<file path="src/rtl/nl_pkg.sv">
// Shared opcodes, FSM state type and slot indices for the RSA <-> NonLinear dispatcher.
package nl_pkg;

   localparam logic [1:0] OP_PREDICT = 2'd0;
   localparam logic [1:0] OP_NEWLM   = 2'd1;
   localparam logic [1:0] OP_UPDATE  = 2'd2;
   localparam logic [1:0] OP_RSVD    = 2'd3;

   typedef enum logic [1:0] {
      S_IDLE = 2'd0,
      S_WAIT = 2'd1,
      S_RESP = 2'd2
   } state_e;

   localparam int unsigned N_OPND    = 6;
   localparam int unsigned OPND_XK   = 0;
   localparam int unsigned OPND_YK   = 1;
   localparam int unsigned OPND_LKX  = 2;
   localparam int unsigned OPND_LKY  = 3;
   localparam int unsigned OPND_VLR  = 4;
   localparam int unsigned OPND_RK   = 5;

   localparam int unsigned N_ANG     = 3;
   localparam int unsigned ANG_XITA  = 0;
   localparam int unsigned ANG_ALPHA = 1;
   localparam int unsigned ANG_PHI   = 2;

endpackage

</file>
<file path="src/rtl/nl_req_fifo.sv">
// Synchronous request FIFO; pointers carry an extra wrap bit to tell full from empty.
module nl_req_fifo #(
   parameter int unsigned WIDTH = 8,
   parameter int unsigned DEPTH = 4
) (
   input  logic             clk,
   input  logic             sys_rst,
   input  logic             wr_en,
   input  logic [WIDTH-1:0] wr_data,
   input  logic             rd_en,
   output logic [WIDTH-1:0] rd_data,
   output logic             full,
   output logic             empty
);

   localparam int unsigned AW = $clog2(DEPTH);

   logic [AW:0]      wr_ptr_q, wr_ptr_d;
   logic [AW:0]      rd_ptr_q, rd_ptr_d;
   logic [WIDTH-1:0] mem_q [DEPTH];
   logic             do_wr, do_rd;

   assign empty   = (wr_ptr_q == rd_ptr_q);
   assign full    = (wr_ptr_q[AW] != rd_ptr_q[AW]) && (wr_ptr_q[AW-1:0] == rd_ptr_q[AW-1:0]);
   assign rd_data = mem_q[rd_ptr_q[AW-1:0]];

   always_comb begin
      do_wr    = wr_en & ~full;
      do_rd    = rd_en & ~empty;
      wr_ptr_d = wr_ptr_q + {{AW{1'b0}}, do_wr};
      rd_ptr_d = rd_ptr_q + {{AW{1'b0}}, do_rd};
   end

   always_ff @(posedge clk) begin
      if (sys_rst) begin
         wr_ptr_q <= '0;
         rd_ptr_q <= '0;
      end else begin
         wr_ptr_q <= wr_ptr_d;
         rd_ptr_q <= rd_ptr_d;
      end
   end

   // Storage is not reset: entries are only read while the pointers say they are valid.
   always_ff @(posedge clk) begin
      if (do_wr) mem_q[wr_ptr_q[AW-1:0]] <= wr_data;
   end

endmodule

</file>
<file path="src/rtl/nl_dispatch.sv">
// Queued request/response dispatcher between the RSA array and the NonLinear unit:
// saturating angle conversion, one-hot init issue, done timeout and val/rdy responses.
module nl_dispatch
   import nl_pkg::*;
#(
   parameter int unsigned DW      = 32,
   parameter int unsigned ANG_W   = 17,
   parameter int unsigned ANG_HI  = 19,
   parameter int unsigned RES_NUM = 6,
   parameter int unsigned QDEPTH  = 4,
   parameter int unsigned TIMEOUT = 1023
) (
   input  logic                    clk,
   input  logic                    sys_rst,
   input  logic                    req_val,
   output logic                    req_rdy,
   input  logic [1:0]              req_op,
   input  logic [N_OPND*DW-1:0]    req_opnd,
   input  logic [N_ANG*DW-1:0]     req_ang,
   output logic [2:0]              nl_init,
   output logic [N_OPND*DW-1:0]    nl_opnd,
   output logic [N_ANG*ANG_W-1:0]  nl_ang,
   input  logic [2:0]              nl_done,
   input  logic [RES_NUM*DW-1:0]   nl_result,
   output logic                    rsp_val,
   input  logic                    rsp_rdy,
   output logic [1:0]              rsp_op,
   output logic [RES_NUM*DW-1:0]   rsp_data,
   output logic                    rsp_err,
   output logic                    rsp_sat,
   output logic                    busy
);

   localparam int unsigned SHIFT  = ANG_HI - (ANG_W - 2);
   localparam int unsigned OPND_W = N_OPND * DW;
   localparam int unsigned ANGS_W = N_ANG * ANG_W;
   localparam int unsigned ENT_W  = 2 + OPND_W + ANGS_W + 1;
   localparam int unsigned CNT_W  = (TIMEOUT > 1) ? $clog2(TIMEOUT) : 1;
   localparam logic [CNT_W-1:0]     CNT_LAST = CNT_W'((TIMEOUT > 0) ? TIMEOUT - 1 : 0);
   localparam logic signed [DW-1:0] ANG_MAX  = DW'((1 << (ANG_W - 1)) - 1);
   localparam logic signed [DW-1:0] ANG_MIN  = -ANG_MAX - 1;

   state_e                state_q, state_d;
   logic [CNT_W-1:0]      cnt_q, cnt_d;
   logic [2:0]            nl_init_q, nl_init_d;
   logic [OPND_W-1:0]     nl_opnd_q, nl_opnd_d;
   logic [ANGS_W-1:0]     nl_ang_q, nl_ang_d;
   logic [1:0]            cur_op_q, cur_op_d;
   logic [RES_NUM*DW-1:0] rsp_data_q, rsp_data_d;
   logic                  rsp_err_q, rsp_err_d;
   logic                  rsp_sat_q, rsp_sat_d;
   logic                  rsp_val_q, rsp_val_d;
   logic                  rdy_en_q, rdy_en_d;

   logic signed [DW-1:0]  ang_src, ang_shr;
   logic [ANGS_W-1:0]     ang_cv;
   logic [N_ANG-1:0]      slot_sat;
   logic [ENT_W-1:0]      wr_entry, rd_entry;
   logic                  push, pop, fifo_full, fifo_empty, done_hit;
   logic [1:0]            rd_op;
   logic [OPND_W-1:0]     rd_opnd;
   logic [ANGS_W-1:0]     rd_ang;
   logic                  rd_sat;

   always_comb begin
      ang_cv   = '0;
      slot_sat = '0;
      ang_src  = '0;
      ang_shr  = '0;
      for (int unsigned i = 0; i < N_ANG; i++) begin
         ang_src = req_ang[i*DW +: DW];
         ang_shr = ang_src >>> SHIFT;
         if (ang_shr > ANG_MAX) begin
            ang_cv[i*ANG_W +: ANG_W] = ANG_MAX[ANG_W-1:0];
            slot_sat[i]              = 1'b1;
         end else if (ang_shr < ANG_MIN) begin
            ang_cv[i*ANG_W +: ANG_W] = ANG_MIN[ANG_W-1:0];
            slot_sat[i]              = 1'b1;
         end else begin
            ang_cv[i*ANG_W +: ANG_W] = ang_shr[ANG_W-1:0];
         end
      end
   end

   // rdy_en_q keeps req_rdy low until the first edge after reset is released.
   assign req_rdy  = rdy_en_q & ~fifo_full;
   assign push     = req_val & req_rdy;
   assign wr_entry = {req_op, req_opnd, ang_cv, |slot_sat};
   assign rd_op    = rd_entry[ENT_W-1 -: 2];
   assign rd_opnd  = rd_entry[ENT_W-3 -: OPND_W];
   assign rd_ang   = rd_entry[ANGS_W:1];
   assign rd_sat   = rd_entry[0];

   nl_req_fifo #(
      .WIDTH (ENT_W),
      .DEPTH (QDEPTH)
   ) u_fifo (
      .clk     (clk),
      .sys_rst (sys_rst),
      .wr_en   (push),
      .wr_data (wr_entry),
      .rd_en   (pop),
      .rd_data (rd_entry),
      .full    (fifo_full),
      .empty   (fifo_empty)
   );

   always_comb begin
      case (cur_op_q)
         OP_PREDICT: done_hit = nl_done[0];
         OP_NEWLM:   done_hit = nl_done[1];
         OP_UPDATE:  done_hit = nl_done[2];
         default:    done_hit = 1'b0;
      endcase
   end

   always_comb begin
      state_d    = state_q;
      cnt_d      = cnt_q;
      nl_init_d  = '0;
      nl_opnd_d  = nl_opnd_q;
      nl_ang_d   = nl_ang_q;
      cur_op_d   = cur_op_q;
      rsp_data_d = rsp_data_q;
      rsp_err_d  = rsp_err_q;
      rsp_sat_d  = rsp_sat_q;
      rdy_en_d   = 1'b1;
      pop        = 1'b0;
      case (state_q)
         S_IDLE: begin
            if (!fifo_empty) begin
               pop       = 1'b1;
               cur_op_d  = rd_op;
               rsp_sat_d = rd_sat;
               if (rd_op == OP_RSVD) begin
                  rsp_data_d = '0;
                  rsp_err_d  = 1'b1;
                  state_d    = S_RESP;
               end else begin
                  nl_opnd_d = rd_opnd;
                  nl_ang_d  = rd_ang;
                  nl_init_d = 3'b001 << rd_op;
                  cnt_d     = '0;
                  state_d   = S_WAIT;
               end
            end
         end
         S_WAIT: begin
            if (done_hit) begin
               rsp_data_d = nl_result;
               rsp_err_d  = 1'b0;
               state_d    = S_RESP;
            end else if (TIMEOUT > 0 && cnt_q == CNT_LAST) begin
               rsp_data_d = '0;
               rsp_err_d  = 1'b1;
               state_d    = S_RESP;
            end else begin
               cnt_d = cnt_q + CNT_W'(1);
            end
         end
         S_RESP: begin
            if (rsp_rdy) state_d = S_IDLE;
         end
         default: state_d = S_IDLE;
      endcase
      rsp_val_d = (state_d == S_RESP);
   end

   always_ff @(posedge clk) begin
      if (sys_rst) begin
         state_q    <= S_IDLE;
         cnt_q      <= '0;
         nl_init_q  <= '0;
         nl_opnd_q  <= '0;
         nl_ang_q   <= '0;
         cur_op_q   <= '0;
         rsp_data_q <= '0;
         rsp_err_q  <= 1'b0;
         rsp_sat_q  <= 1'b0;
         rsp_val_q  <= 1'b0;
         rdy_en_q   <= 1'b0;
      end else begin
         state_q    <= state_d;
         cnt_q      <= cnt_d;
         nl_init_q  <= nl_init_d;
         nl_opnd_q  <= nl_opnd_d;
         nl_ang_q   <= nl_ang_d;
         cur_op_q   <= cur_op_d;
         rsp_data_q <= rsp_data_d;
         rsp_err_q  <= rsp_err_d;
         rsp_sat_q  <= rsp_sat_d;
         rsp_val_q  <= rsp_val_d;
         rdy_en_q   <= rdy_en_d;
      end
   end

   assign nl_init  = nl_init_q;
   assign nl_opnd  = nl_opnd_q;
   assign nl_ang   = nl_ang_q;
   assign rsp_val  = rsp_val_q;
   assign rsp_op   = cur_op_q;
   assign rsp_data = rsp_data_q;
   assign rsp_err  = rsp_err_q;
   assign rsp_sat  = rsp_sat_q;
   assign busy     = (state_q != S_IDLE) | ~fifo_empty;

endmodule

</file>
<file path="config.mk">
export PLATFORM = sky130hd
export DESIGN_NAME = nl_dispatch
export DESIGN_NICKNAME = d
export VERILOG_FILES = /design/src/rtl/nl_pkg.sv /design/src/rtl/nl_req_fifo.sv /design/src/rtl/nl_dispatch.sv
export SDC_FILE = /design/constraint.sdc
export NUM_CORES = 1
export LEC_CHECK = 0
export BUFFER_PORTS_ARGS = -buffer_cell sky130_fd_sc_hd__buf_4
export CORE_AREA = 2 2 368 370
export CTS_CLUSTER_DIAMETER = 200
export DETAILED_ROUTE_END_ITERATION = 12
export DIE_AREA = 0 0 370 372
export PLACE_DENSITY_LB_ADDON = 0.08
export SLEW_MARGIN = 5
export SYNTH_ARGS = -nofsm -noshare
export SYNTH_HDL_FRONTEND = slang
export SYNTH_SLANG_ARGS = --single-unit
</file>
<file path="constraint.sdc">
create_clock -name clk -period 24.8 [get_ports clk]
set_input_delay 0 -clock clk [delete_from_list [all_inputs] [get_ports clk]]
set_output_delay 0 -clock clk [all_outputs]
set_load 0.005 [all_outputs]
</file>
==> out/results.txt, run 1 <==
Routed Antenna Nets: 0
most common cell after layout, fill and taps aside: edfxtp_1
clk_lat worst skew: 770 ps
Post-Syn Area per Cell: 16.9 sq um
post-synthesis register bit count: 1446
Final Setup Violations: 0
WL per Instance: 22.9 um
GRT Resource Usage Total: 21.4%
worst min path class: primary input to flip-flop
Port-buffer cells: 921
Filler cells: 11200
power density over the cells: 92.5 nW/um^2
DRT iter0 DRCs: 1741
clock root buffer: clkbuf_16
first-pass GRT wire length: 221000 um
Slew HR: 10.9%
RSZ-0062 raised after global routing: no
Clock Skew: 31.8 ps
largest cells by area after synthesis: edfxtp_1, dfxtp_1, mux4_2
placed instance area: 59900 sq um
layout cells sized above 1: 30.0%
status: complete, no violations
vias per inst: 4.94
CTS buffer count: 158
width of the chip: 370 um
I/O pins: 934
die height: 372 um
Final #Nets: 5201
Final GP Congestion: 0.805
Post-CTS Setup Repair Bufs: 0
vias in the first global route: 33500
Final Hold Viols: 0
Place WS: 19090 ps
Tcrit/Tclk final: 22.6%
Tot Pwr: 6710 uW
post-route cell area: 72600 sq um
H-tree depth: 4
antenna violations before repair: 21
Worst-Margin Slew: 1340 ps
Final min period: 5600 ps
Total Neg Setup Slack: 0 ps
CORE AREA: 134000 sq um
num rows: 135
detailed-route DRC error count: 0
CP endpoint kind: flip-flop
CP Class: flip-flop to flip-flop
Starting Density: 38.1%
Yosys cell types: 47
fmax: 179 MHz
r2r setup slk: 19200 ps
CP max FO: 61
gr ovfl total: 0
WL final: 152000 um
cell taking the most area after synthesis: edfxtp_1
CP max stage cell: dfxtp_4
worst setup margin: 19200 ps
most frequent cells in the layout: edfxtp_1, buf_4, dlygate4sd3_1, nand2_1, dfxtp_1
Hold Worst Slack: 46.5 ps
CP arrival: 5960 ps
largest net degree at the start of global routing: 193
Max-Cap Viols: 0
top_reg_cell synth: edfxtp_1
EDFF count, synth: 984
CTS tree: yes
Syn Inst Count: 3026
Die ar.: 138000 sq um
Synth Warn #: 0
Peak VDD IR: 85.1 uV
DP HPWL: 88400 um
# clock sinks: 1446
P_leak: 0.0264 uW
asr flop ratio synth: 0%
post-synth design cell area: 51200 sq um
startpoint types: flip-flop
Clock Tree Buf Depth: 3
worst path required time: 25160 ps
Syn Nets: 3521
CP max stage delay: 1030 ps
Final Max Tran Viols: 0
area delta synth->final: 41.7%
register area share after synthesis: 75.7%
cell with the most instances on the worst path: buf_4
cells along the critical path: buf_4 > xor2_1 > o31a_1 > nand2_1 > inv_1 > and3_4 > buf_4 > buf_4
Synth top area share: 57.7%
clock slew at reported path FFs: 60 ps
vias: 32800
DR pass1 iterations: 5
==> worst max-delay path: cells and delay by family (launching register included) <==
kind,cells,cell delay [ps]
and+or+nand+nor,2,820
DFF,1,1030
buffers and inverters,4,2510
AOI/OAI and AO/OA,1,230
xor gates and xnor gates,1,400
==> logic make-up after synthesis <==
kind of cell    share of synthesized area (%)
fa+ha+maj                               0.147
buf+inv                                  1.81
flops                                    75.7
simple gates                             4.89
mux                                      10.9
xor+xnor                                0.103
compound gates                           6.43
==> registers in the layout (all words and copies together), names as in the netlist <==
register and cells:
cnt_q 10, nl_ang 51, nl_init 3, nl_opnd 192, rdy_en_q 1, rsp_data 192
rsp_err 1, rsp_op 2, rsp_sat 1, rsp_val 1, state_q 2, u_fifo.mem_q 984
u_fifo.rd_ptr_q 3, u_fifo.wr_ptr_q 3
==> through the flow <==
step	instances	util, %
after global routing	6628	54.0
final	6634	54.0
after global placement	5574	44.6
after detailed placement	5574	44.6
after floorplan	3026	-
after CTS	6620	54.0
==> per-layer routing <==
metal  GRT usage (%)  vias to the layer above  wire (um)
met1            27.1                    16600      62900
met5               0                        -        111
met2            34.8                      881      73000
met3            6.11                      279      10000
met4            8.71                       18       6150
li1                -                    15000          -
==> Yosys cell counts, types with 5 or more instances <==
library cell / instances
a21oi_1: 251
nand3_1: 11
a22o_1: 192
buf_1: 5
dfxtp_1: 462
inv_1: 5
mux4_2: 246
clkbuf_1: 99
buf_6: 8
buf_4: 12
nand4_1: 7
buf_2: 65
nor2_1: 79
ha_1: 6
nor3_1: 10
o21a_1: 18
edfxtp_1: 984
nand2_1: 498
nor4_1: 8
==> where the power goes <==
group          switching [uW]  internal (uW)
clock                     955           1330
combinational             797            691
sequential                135           2800
total                    1890           4820
==> cell type report <==
type                       count  area (sq um)  share of cell area [%]
antenna                       14          35.0                  0.0483
clock buffer                 224          4490                    6.19
clock inverter                69           586                   0.807
inverter                       8          30.0                  0.0414
multi-input combinational   1383         11600                    16.0
sequential                  1446         38800                    53.5
tap                         1781          2230                    3.07
timing repair buffer        1709         14800                    20.4
==> what timing repair did <==
action,CTS,global route
hold buffers,753,0
gates resized for setup,0,0
hold endpoints to repair,1242,0
==> final timing paths <==
kind / start / endpoint / cells past startpoint
worst max-delay path: u_fifo.rd_ptr_q[1]$_SDFF_PP0_ / u_fifo.mem_q[3][12]$_DFFE_PP_ / 8
worst max register to register: u_fifo.rd_ptr_q[1]$_SDFF_PP0_ / u_fifo.mem_q[3][12]$_DFFE_PP_ / 8
worst min register to register: nl_opnd[158]$_SDFFE_PP0P_ / nl_opnd[158]$_SDFFE_PP0P_ / 2
worst min-delay path: req_opnd[128] / u_fifo.mem_q[3][180]$_DFFE_PP_ / 2
(Power assumes the default switching activity.)
==> run 2: changes to the inputs <==
- clock period: 24.8 -> 5.6 ns (I/O delays scaled with it)
==> run 2 against run 1 <==
Net effect:
- largest cell class unchanged
- non-clock buffer count rose by 25
- sequential share of layout area fell by 0.38 points
- worst hold slack got worse by 10 ps
- critical endpoint is now rsp_data[87]$_SDFFE_PP0P_
- flip-flop and latch count did not move
- largest power group unchanged
==> out/results.txt, run 2 (synthesis gave the netlist of run 1 again) <==
status: complete, no violations
CP max stage cell: nor3_4
vias in the first global route: 33500 (+0.051%)
I/O pins: 934 (unchanged)
Starting Density: 38.1% (unchanged)
RSZ-0062 raised after global routing: no
vias per inst: 4.96 (+0.33%)
Worst-Margin Slew: 1090 ps (-249 ps)
# clock sinks: 1446 (unchanged)
worst min path class: primary input to flip-flop
layout cells sized above 1: 30.4% (+0.35 points)
placed instance area: 60200 sq um (+0.51%)
gr ovfl total: 0 (unchanged)
fmax: 312 MHz (+75%)
DR pass1 iterations: 5 (unchanged)
post-CTS resize count: 0 (unchanged)
Filler cells: 11000 (-1.5%)
Final min period: 3200 ps (-2390 ps)
Final #Nets: 5225 (+0.46%)
clock root buffer: clkbuf_16
CTS tree: yes
CP max FO: 91 (+49%)
most frequent cells in the layout: edfxtp_1, buf_4, dlygate4sd3_1, nand2_1, dfxtp_1
Max-Cap Viols: 0 (unchanged)
CP endpoint kind: flip-flop
DRT iter0 DRCs: 1925 (+11%)
power density over the cells: 412 nW/um^2 (+350%)
P_leak: 0.0266 uW (+0.79%)
largest net degree at the start of global routing: 136 (-30%)
die height: 372 um (unchanged)
CP Class: flip-flop to flip-flop
Slew HR: 27.5% (+17 points)
H-tree depth: 4 (unchanged)
first-pass GRT wire length: 225000 um (+2.0%)
most common cell after layout, fill and taps aside: edfxtp_1
Tcrit/Tclk final: 57.2% (+35 points)
num rows: 135 (unchanged)
WL per Instance: 23.4 um (+2.1%)
CP arrival: 3900 ps (-2060 ps)
Tot Pwr: 30100 uW (+350%)
startpoint types: flip-flop
Peak VDD IR: 545 uV (+540%)
Clock Tree Buf Depth: 3 (unchanged)
antenna violations before repair: 21 (unchanged)
detailed-route DRC error count: 0 (unchanged)
cells along the critical path: mux4_2 > nand2_2 > nor2_1 > nor3_4 > buf_12 > a22o_1
post-route cell area: 73100 sq um (+0.73%)
WL final: 156000 um (+2.5%)
Port-buffer cells: 921 (unchanged)
DP HPWL: 92900 um (+5.1%)
width of the chip: 370 um (unchanged)
Largest register FFs: 984 (unchanged)
Final GP Congestion: 0.833 (+3.5%)
GRT Resource Usage Total: 22.1% (+0.62 points)
clk_lat worst skew: 760 ps (about the same)
CP max stage delay: 780 ps (-250 ps)
worst path required time: 6290 ps (-18870 ps)
CTS buffer count: 157 (-0.63%)
vias: 33000 (+0.72%)
area delta synth->final: 42.7%
Clock Skew: 34.4 ps (+2.58 ps)
Die ar.: 138000 sq um (unchanged)
Final Hold Viols: 0 (unchanged)
CORE AREA: 134000 sq um (unchanged)
clock slew at reported path FFs: 60 ps (about the same)
Final Max Tran Viols: 0 (unchanged)
Routed Antenna Nets: 0 (unchanged)
Final Setup Violations: 0 (unchanged)
## run 2: area by class of cell
cell class / instances / area (sq um) / share of cell area (%)
timing repair buffer: 1734 / 15200 / 20.7
multi-input combinational: 1383 / 11600 / 15.9
clock inverter: 69 / 704 / 0.964
clock buffer: 225 / 4500 / 6.16
antenna: 14 / 35.0 / 0.0479
sequential: 1446 / 38800 / 53.1
tap: 1781 / 2230 / 3.05
inverter: 8 / 30.0 / 0.0411
## run 2: what timing repair did
item                                   4_1_cts  5_1_grt
buffers inserted                             0        0
endpoints found under the hold margin     1300        0
hold buffers                               762        0
## run 2: path summary, 6_finish.rpt
kind         slack (ps)                             end                     startpoint  cells after the start
max                2400       rsp_data[87]$_SDFFE_PP0P_  u_fifo.rd_ptr_q[0]$_SDFF_PP0_                      6
min reg2reg         450        nl_opnd[41]$_SDFFE_PP0P_       nl_opnd[41]$_SDFFE_PP0P_                      2
max reg2reg        2400       rsp_data[87]$_SDFFE_PP0P_  u_fifo.rd_ptr_q[0]$_SDFF_PP0_                      6
min                  40  u_fifo.mem_q[0][179]$_DFFE_PP_                  req_opnd[127]                      2
## run 2: critical path: cells and delay by family (launching register included)
| kind | cells | cell delay (ps) |
|---|---|---|
| buffers and inverters | 1 | 430 |
| muxes | 1 | 670 |
| and+or+nand+nor | 3 | 1110 |
| AOI/OAI and AO/OA | 1 | 240 |
| DFF | 1 | 570 |
## run 2: per-stage QoR
| step | setup WS (ps) | setup TNS (ps) | hold slack [ps] | cells | utilization (%) |
|---|---|---|---|---|---|
| final | 2400 | 0 | 36.3 | 6660 | 54.4 |
| after global routing | 2180 | 0 | 5.15 | 6656 | 54.4 |
| after CTS | 2370 | 0 | 0.886 | 6646 | 54.4 |
| after detailed placement | 2380 | 0 | 204 | 5590 | 44.8 |
| after global placement | 2370 | 0 | 203 | 5590 | 44.8 |
| after floorplan | -1980 | -881240 | 98.9 | 3026 | - |
## run 2: metal layers
| layer | wire [um] | GRT usage (%) | vias to the layer above |
|---|---|---|---|
| li1 | - | - | 15100 |
| met1 | 61400 | 26.9 | 16700 |
| met4 | 5930 | 8.36 | 14 |
| met5 | 69 | 0 | - |
| met3 | 10300 | 6.00 | 257 |
| met2 | 78300 | 37.4 | 941 |
## run 2: power breakdown
part           internal (uW)  leakage, uW  switching (uW)  total, uW
Combinational           3150       0.0114            3640       6790
Clock                   6090      0.00255            4280      10400
Sequential             12400       0.0127             555      13000
Total                  21600       0.0266            8480      30100
